[config.mk]
export PLATFORM = sky130hd
export DESIGN_NAME = synapse_sum_flat
export DESIGN_NICKNAME = d
export VERILOG_FILES = /design/src/rtl/synapse_sum_if.sv /design/src/rtl/synapse_sum.sv /design/src/flat_wrapper.sv
export SDC_FILE = /design/constraint.sdc
export NUM_CORES = 2
export LEC_CHECK = 0
export CAP_MARGIN = 15
export CORE_ASPECT_RATIO = 0.8
export CORE_MARGIN = 2
export CORE_UTILIZATION = 55
export CTS_CLUSTER_SIZE = 30
export DETAILED_ROUTE_END_ITERATION = 16
export PLACE_DENSITY = 0.82
export SYNTH_ARGS = -nofsm -noshare
export SYNTH_HDL_FRONTEND = slang
export SYNTH_SLANG_ARGS = --single-unit
[constraint.sdc]
create_clock -name clock -period 9.75 [get_ports clock]
set_clock_uncertainty 0.1 [all_clocks]
set_input_delay 0.975 -clock clock [delete_from_list [all_inputs] [get_ports clock]]
set_output_delay 0.975 -clock clock [all_outputs]
set_load 0.03 [all_outputs]
[src/rtl/synapse_sum_if.sv]
// Handshake bundle between the weighted-sum stage and its neighbours: activation in, sum out,
// error in, per-input error out, plus the training-mode strobe.
interface synapse_sum_if;
    logic        train;
    logic        arg_valid;
    logic        arg_ready;
    logic [7:0]  arg_data;
    logic        res_valid;
    logic        res_ready;
    logic [15:0] res_data;
    logic        err_valid;
    logic        err_ready;
    logic [15:0] err_data;
    logic        fbk_valid;
    logic        fbk_ready;
    logic [15:0] fbk_data;

    modport master (
        output train, arg_valid, arg_data, res_ready, err_valid, err_data, fbk_ready,
        input  arg_ready, res_valid, res_data, err_ready, fbk_valid, fbk_data
    );

    modport slave (
        input  train, arg_valid, arg_data, res_ready, err_valid, err_data, fbk_ready,
        output arg_ready, res_valid, res_data, err_ready, fbk_valid, fbk_data
    );
endinterface

[src/rtl/synapse_sum.sv]
// Weighted-sum stage: N serial Q0.8 activations times Q8.8 weights into a saturated Q8.8 sum,
// with in-place weight training from the downstream error. Define BIAS_EN for a trainable bias.
module synapse_sum #(
    parameter int N    = 4,
    parameter int RATE = 0
) (
    input  logic         clock,
    input  logic         reset,
    synapse_sum_if.slave bus
);
    localparam int IW = (N > 1) ? $clog2(N) : 1;
    localparam int AW = 18 + $clog2(N + 1);
    localparam int SW = (AW > 32) ? AW : 32;
    localparam logic signed [SW-1:0] MAX16 = 32767;
    localparam logic signed [SW-1:0] MIN16 = -32768;

    typedef enum logic [1:0] {ACCUM, RESULT, WAIT_ERR, FEEDBACK} state_t;

    state_t               state;
    state_t               state_next;
    logic [IW-1:0]        index;
    logic signed [AW-1:0] acc;
    logic signed [15:0]   w [N];
    logic [7:0]           x [N];
    logic signed [15:0]   e;
    logic                 train_q;
    logic signed [15:0]   bias_q;

    logic                 last_beat;
    logic signed [15:0]   err_in;
    logic signed [24:0]   arg_prod;
    logic signed [AW-1:0] acc_next;
    logic signed [31:0]   fbk_prod;
    logic signed [24:0]   upd_prod;
    logic signed [15:0]   w_upd;

    function automatic logic signed [15:0] sat16(input logic signed [SW-1:0] v);
        if (v > MAX16)
            return 16'sh7fff;
        else if (v < MIN16)
            return 16'sh8000;
        else
            return v[15:0];
    endfunction

    // Shared datapath: one multiplier slot per phase, all indexed by the running beat counter.
    always_comb begin
        last_beat = (index == IW'(N - 1));
        err_in    = $signed(bus.err_data);
        arg_prod  = w[index] * $signed({1'b0, bus.arg_data});
        acc_next  = ((index == '0) ? AW'(bias_q) : acc) + AW'(arg_prod >>> 8);
        fbk_prod  = w[index] * e;
        upd_prod  = e * $signed({1'b0, x[index]});
        w_upd     = sat16(SW'(w[index]) + SW'(upd_prod >>> (8 + RATE)));
    end

    assign bus.res_data = sat16(SW'(acc));
    assign bus.fbk_data = sat16(SW'(fbk_prod >>> 8));

    always_ff @(posedge clock or negedge reset) begin
        if (!reset)
            state <= ACCUM;
        else
            state <= state_next;
    end

    // Handshake outputs depend on state only, so no valid/ready input reaches an output ready/valid.
    always_comb begin
        state_next    = state;
        bus.arg_ready = 1'b0;
        bus.res_valid = 1'b0;
        bus.err_ready = 1'b0;
        bus.fbk_valid = 1'b0;
        case (state)
            ACCUM: begin
                bus.arg_ready = reset;
                if (bus.arg_valid && last_beat)
                    state_next = RESULT;
            end
            RESULT: begin
                bus.res_valid = 1'b1;
                if (bus.res_ready)
                    state_next = train_q ? WAIT_ERR : ACCUM;
            end
            WAIT_ERR: begin
                bus.err_ready = 1'b1;
                if (bus.err_valid)
                    state_next = FEEDBACK;
            end
            FEEDBACK: begin
                bus.fbk_valid = 1'b1;
                if (bus.fbk_ready && last_beat)
                    state_next = ACCUM;
            end
            default: state_next = ACCUM;
        endcase
    end

    always_ff @(posedge clock or negedge reset) begin
        if (!reset) begin
            index   <= '0;
            acc     <= '0;
            e       <= '0;
            train_q <= 1'b0;
            for (int i = 0; i < N; i++) begin
                w[i] <= '0;
                x[i] <= '0;
            end
        end else begin
            case (state)
                ACCUM: begin
                    if (bus.arg_valid) begin
                        acc      <= acc_next;
                        x[index] <= bus.arg_data;
                        if (index == '0)
                            train_q <= bus.train;
                        index <= last_beat ? '0 : index + IW'(1);
                    end
                end
                WAIT_ERR: begin
                    if (bus.err_valid) begin
                        e     <= err_in;
                        index <= '0;
                    end
                end
                FEEDBACK: begin
                    if (bus.fbk_ready) begin
                        w[index] <= w_upd;
                        index    <= last_beat ? '0 : index + IW'(1);
                    end
                end
                default: ;
            endcase
        end
    end

`ifdef BIAS_EN
    // WAIT_ERR is only ever entered for a training sum, so every accepted error trains the bias.
    always_ff @(posedge clock or negedge reset) begin
        if (!reset)
            bias_q <= '0;
        else if (state == WAIT_ERR && bus.err_valid)
            bias_q <= sat16(SW'(bias_q) + SW'(err_in >>> RATE));
    end
`else
    assign bias_q = '0;
`endif

endmodule
[src/flat_wrapper.sv]
// flat-port wrapper written by rule: the top's interface ports become plain ports
module synapse_sum_flat 
#(
    parameter int N    = 4,
    parameter int RATE = 0
)
  (clock, reset, bus_train, bus_arg_valid, bus_arg_data, bus_res_ready, bus_err_valid, bus_err_data, bus_fbk_ready, bus_arg_ready, bus_res_valid, bus_res_data, bus_err_ready, bus_fbk_valid, bus_fbk_data);
  synapse_sum_if bus_i ();
  input  logic clock;
  input  logic reset;
  input wire logic [$bits(bus_i.train)-1:0] bus_train;
  input wire logic [$bits(bus_i.arg_valid)-1:0] bus_arg_valid;
  input wire logic [$bits(bus_i.arg_data)-1:0] bus_arg_data;
  input wire logic [$bits(bus_i.res_ready)-1:0] bus_res_ready;
  input wire logic [$bits(bus_i.err_valid)-1:0] bus_err_valid;
  input wire logic [$bits(bus_i.err_data)-1:0] bus_err_data;
  input wire logic [$bits(bus_i.fbk_ready)-1:0] bus_fbk_ready;
  output wire logic [$bits(bus_i.arg_ready)-1:0] bus_arg_ready;
  output wire logic [$bits(bus_i.res_valid)-1:0] bus_res_valid;
  output wire logic [$bits(bus_i.res_data)-1:0] bus_res_data;
  output wire logic [$bits(bus_i.err_ready)-1:0] bus_err_ready;
  output wire logic [$bits(bus_i.fbk_valid)-1:0] bus_fbk_valid;
  output wire logic [$bits(bus_i.fbk_data)-1:0] bus_fbk_data;
  assign bus_i.train = bus_train;
  assign bus_i.arg_valid = bus_arg_valid;
  assign bus_i.arg_data = bus_arg_data;
  assign bus_i.res_ready = bus_res_ready;
  assign bus_i.err_valid = bus_err_valid;
  assign bus_i.err_data = bus_err_data;
  assign bus_i.fbk_ready = bus_fbk_ready;
  assign bus_arg_ready = bus_i.arg_ready;
  assign bus_res_valid = bus_i.res_valid;
  assign bus_res_data = bus_i.res_data;
  assign bus_err_ready = bus_i.err_ready;
  assign bus_fbk_valid = bus_i.fbk_valid;
  assign bus_fbk_data = bus_i.fbk_data;
  synapse_sum #(.N(N), .RATE(RATE)) u_core (.clock(clock), .reset(reset), .bus(bus_i));
endmodule
==> impl_metrics.tcl <==
set metrics [dict create \
    run_status "complete, no violations" \
    finalHoldViolations 0 \
    vias 20011 \
    first_pass_drt_iterations 7 \
    initial_detailed_routing_violation_count 1402 \
    fmax_ghz 0.104 \
    cts_tree "done" \
    cts_sinks 138 \
    gpl.final_weighted_congestion 0.904 \
    max_cap_violations 0 \
    grt_setup_unrepaired "yes" \
    cts_max_path_buffers 2 \
    synthesis.instances 2875 \
    ratio_of_cells_with_drive_above_1_in_the_final_layout 0.0899 \
    number_of_antenna_violations_at_the_first_check_in_global_routing 1 \
    synth-main-ff-cell "sky130_fd_sc_hd__dfrtp_1" \
    wl_per_cell_um 18.2 \
    nets 3633 \
    post_synth.cell_area_avg_um2 9.15 \
    remaining_drc_errors 0 \
    kind_of_start_point_of_the_critical_path "flip-flop" \
    arrival_ns 8.54 \
    cts.root.buffer_cell "sky130_fd_sc_hd__clkbuf_16" \
    numCtsBuffers 17 \
    fin_cells 3559 \
    antenna_violating_nets_post_route 0 \
    worst_hold_slack_ns 0.376 \
    place.detailed.hpwl_um 50100 \
    final_min_period_over_clock_period 0.987 \
    worst_path_max_delay_cell "sky130_fd_sc_hd__fa_1" \
    min-delay-path-class "flip-flop to flip-flop" \
    floorplan.io_pins 67 \
    via_count_of_the_first_global_routing_pass 22222 \
    design.die.area_mm2 0.0496 \
    finalSetupViolations 0 \
    period_needed_ns 9.62 \
    ys_seq_area_frac 0.131 \
    crit_path_max_incr_delay_ns 0.58 \
    async_reset_ff_frac 1.00 \
    slew-limit-headroom 0.170 \
    fin_ws_ns 0.131 \
    worst-path-max-fanout 8 \
    place.port_buffers 66 \
    mappedNetlistArea_mm2 0.0263 \
    insertion_delay_ns 0.45 \
    holdPathStages 2 \
    wl_um 64900 \
    synth-seq-cells 138 \
    end_kind "output port" \
    synth_enable_flop_cells 0 \
    grt-ovfl-total 0 \
    vias_per_cell 5.62 \
    path_common_cell "sky130_fd_sc_hd__fa_1" \
    ys_types 70 \
    grt_start_max_net_pins 80 \
    fill_cells 3678 \
    post_route_setup_tns_ns 0 \
    flow.area_growth_from_synthesis_pct 10.1 \
    cts-htree-levels 4 \
    floorplan.initialDensity 0.559 \
    worst_r2r_path_depth 33 \
    grtUsageTotal 0.272 \
    final_max_slew_viol_count 0 \
    synthesis.nets 3583 \
    clk_transition_reported_paths_ns 0.07 \
    required_ns 8.68 \
    yosysWarnings 0 \
    floorplan.core_area_mm2 0.0471 \
    floorplan.die.height_um 200 \
    worst-setup-path-type "flip-flop to output port" \
    die_w_um 249 \
    grt_pass1_wl_um 108000 \
    max_slew.worst_pin.slew_ns 1.24 \
    place.detailed.instances 3487 \
    post-place-ws_ns -0.0392 \
    placement_rows 71 \
]
-- per-layer routing --
metal | vias up | global-route usage | share of wire
li1 | 8877 | - | -
met1 | 10176 | 0.346 | 0.41
met2 | 774 | 0.470 | 0.48
met3 | 184 | 0.0496 | 0.072
met4 | 0 | 0.0929 | 0.037
met5 | - | 0 | 0
-- stage by stage --
step / area [um^2] / util
after floorplan: 26300 / -
after global placement: 27600 / 0.587
after detailed placement: 27600 / 0.587
after CTS: 28400 / 0.603
after global routing: 29000 / 0.615
final: 29000 / 0.615
-- placed cells by master (no fill, tap or decap), types with 50 or more instances in the layout --
master / synthesis / layout
sky130_fd_sc_hd__a21o_1: 52 / 52
sky130_fd_sc_hd__a21oi_1: 61 / 58
sky130_fd_sc_hd__and2_1: 270 / 267
sky130_fd_sc_hd__buf_4: 1 / 82
sky130_fd_sc_hd__dfrtp_1: 138 / 136
sky130_fd_sc_hd__fa_1: 465 / 462
sky130_fd_sc_hd__ha_1: 212 / 206
sky130_fd_sc_hd__inv_1: 613 / 612
sky130_fd_sc_hd__mux2_2: 50 / 50
sky130_fd_sc_hd__nand2_1: 363 / 360
sky130_fd_sc_hd__nor2_1: 80 / 80
sky130_fd_sc_hd__o21ai_0: 105 / 98
sky130_fd_sc_hd__xnor2_1: 64 / 64
-- worst paths after layout --
kind	slack, ns	startpoint	to
worst min register to register	0.38	u_core.w[10]	u_core.w[10]
worst min-delay path	0.38	u_core.w[10]	u_core.w[10]
min in group asynchronous	0.44	reset	u_core.acc[10]
worst max register to register	0.49	u_core.index[0]	u_core.w[48]
worst max-delay path	0.13	u_core.index[0]	bus_fbk_data[14]
max in group asynchronous	7.73	reset	u_core.w[16]
-- critical path, delay by kind of cell (launching register included) --
family                   cells  cell delay, ns
multiplexers                 1            0.51
buffers and inverters        8            1.01
adder cells (fa/ha/maj)      7            3.50
flip-flops                   1            0.46
AND/OR/NAND/NOR              6            1.19
AO/OA/AOI/OAI                6            1.45
-- repair_timing --
item | in CTS | in global routing
pin swaps | 1 | 17
hold buffers | 0 | 0
cloned | 0 | 3
endpoints found under the setup margin | 15 | 77
gates resized for setup | 11 | 79
buffers inserted | 14 | 21
-- logic make-up after synthesis --
logic type / count (synthesis) / share of synthesized area
AND/OR/NAND/NOR: 833 / 0.156
buffers and inverters: 742 / 0.107
adder cells (fa/ha/maj): 677 / 0.455
AO/OA/AOI/OAI: 318 / 0.0783
flip-flops: 138 / 0.131
XOR/XNOR: 91 / 0.0303
multiplexers: 76 / 0.0427
-- state kept, by name (all words and copies together), names as in the netlist, named ones only --
register,count
u_core.w,64
u_core.x,32
u_core.acc,21
u_core.e,16
u_core.index,2
u_core.state,1
u_core.train_q,1
-- final cells by class --
type                            count  area (um^2)  area share
Antenna cell                        1         2.50   0.0000864
Clock buffer                       18          439      0.0152
Clock inverter                     14          169     0.00583
Inverter                          613         2300      0.0794
Multi-Input combinational cell   1995        20300       0.702
Sequential cell                   138         3460       0.119
Tap cell                          620          776      0.0268
Timing Repair Buffer              160         1500      0.0517
-- cells in the mapped netlist, types with 3 or more instances --
library cell / number / area [um^2]
sky130_fd_sc_hd__a21oi_1: 61 / 305
sky130_fd_sc_hd__a211o_1: 3 / 26.3
sky130_fd_sc_hd__and2_1: 270 / 1690
sky130_fd_sc_hd__inv_1: 613 / 2300
sky130_fd_sc_hd__mux4_2: 24 / 541
sky130_fd_sc_hd__dfrtp_1: 138 / 3450
sky130_fd_sc_hd__nor2_1: 80 / 300
sky130_fd_sc_hd__a31o_1: 4 / 35.0
sky130_fd_sc_hd__nor3_1: 24 / 120
sky130_fd_sc_hd__nand4_1: 10 / 62.6
sky130_fd_sc_hd__ha_1: 212 / 2650
sky130_fd_sc_hd__nand2b_1: 13 / 81.3
sky130_fd_sc_hd__and4b_1: 4 / 40.0
sky130_fd_sc_hd__xor2_1: 27 / 236
sky130_fd_sc_hd__xnor2_1: 64 / 561
sky130_fd_sc_hd__fa_1: 465 / 9310
sky130_fd_sc_hd__a21boi_0: 3 / 22.5
sky130_fd_sc_hd__or3_1: 7 / 43.8
sky130_fd_sc_hd__o211ai_1: 5 / 37.5
sky130_fd_sc_hd__a21o_1: 52 / 390
sky130_fd_sc_hd__a31oi_1: 5 / 31.3
sky130_fd_sc_hd__a21boi_1: 3 / 22.5
sky130_fd_sc_hd__nand3_1: 12 / 60.1
sky130_fd_sc_hd__o31ai_1: 11 / 82.6
sky130_fd_sc_hd__buf_1: 5 / 18.8
sky130_fd_sc_hd__and3_1: 8 / 50.1
sky130_fd_sc_hd__o21bai_1: 9 / 67.6
sky130_fd_sc_hd__nand2_1: 363 / 1360
sky130_fd_sc_hd__nor2b_1: 30 / 188
sky130_fd_sc_hd__o21ai_1: 6 / 30.0
sky130_fd_sc_hd__mux2_2: 50 / 563
sky130_fd_sc_hd__o21ai_0: 105 / 526
sky130_fd_sc_hd__o21a_1: 15 / 113
sky130_fd_sc_hd__clkbuf_1: 119 / 447
sky130_fd_sc_hd__nor4_1: 5 / 31.3
sky130_fd_sc_hd__a211oi_1: 4 / 30.0
sky130_fd_sc_hd__buf_6: 3 / 33.8
Power is not shown: default switching activity piles up to over one toggle a cycle in this logic, so the estimate is an artifact.
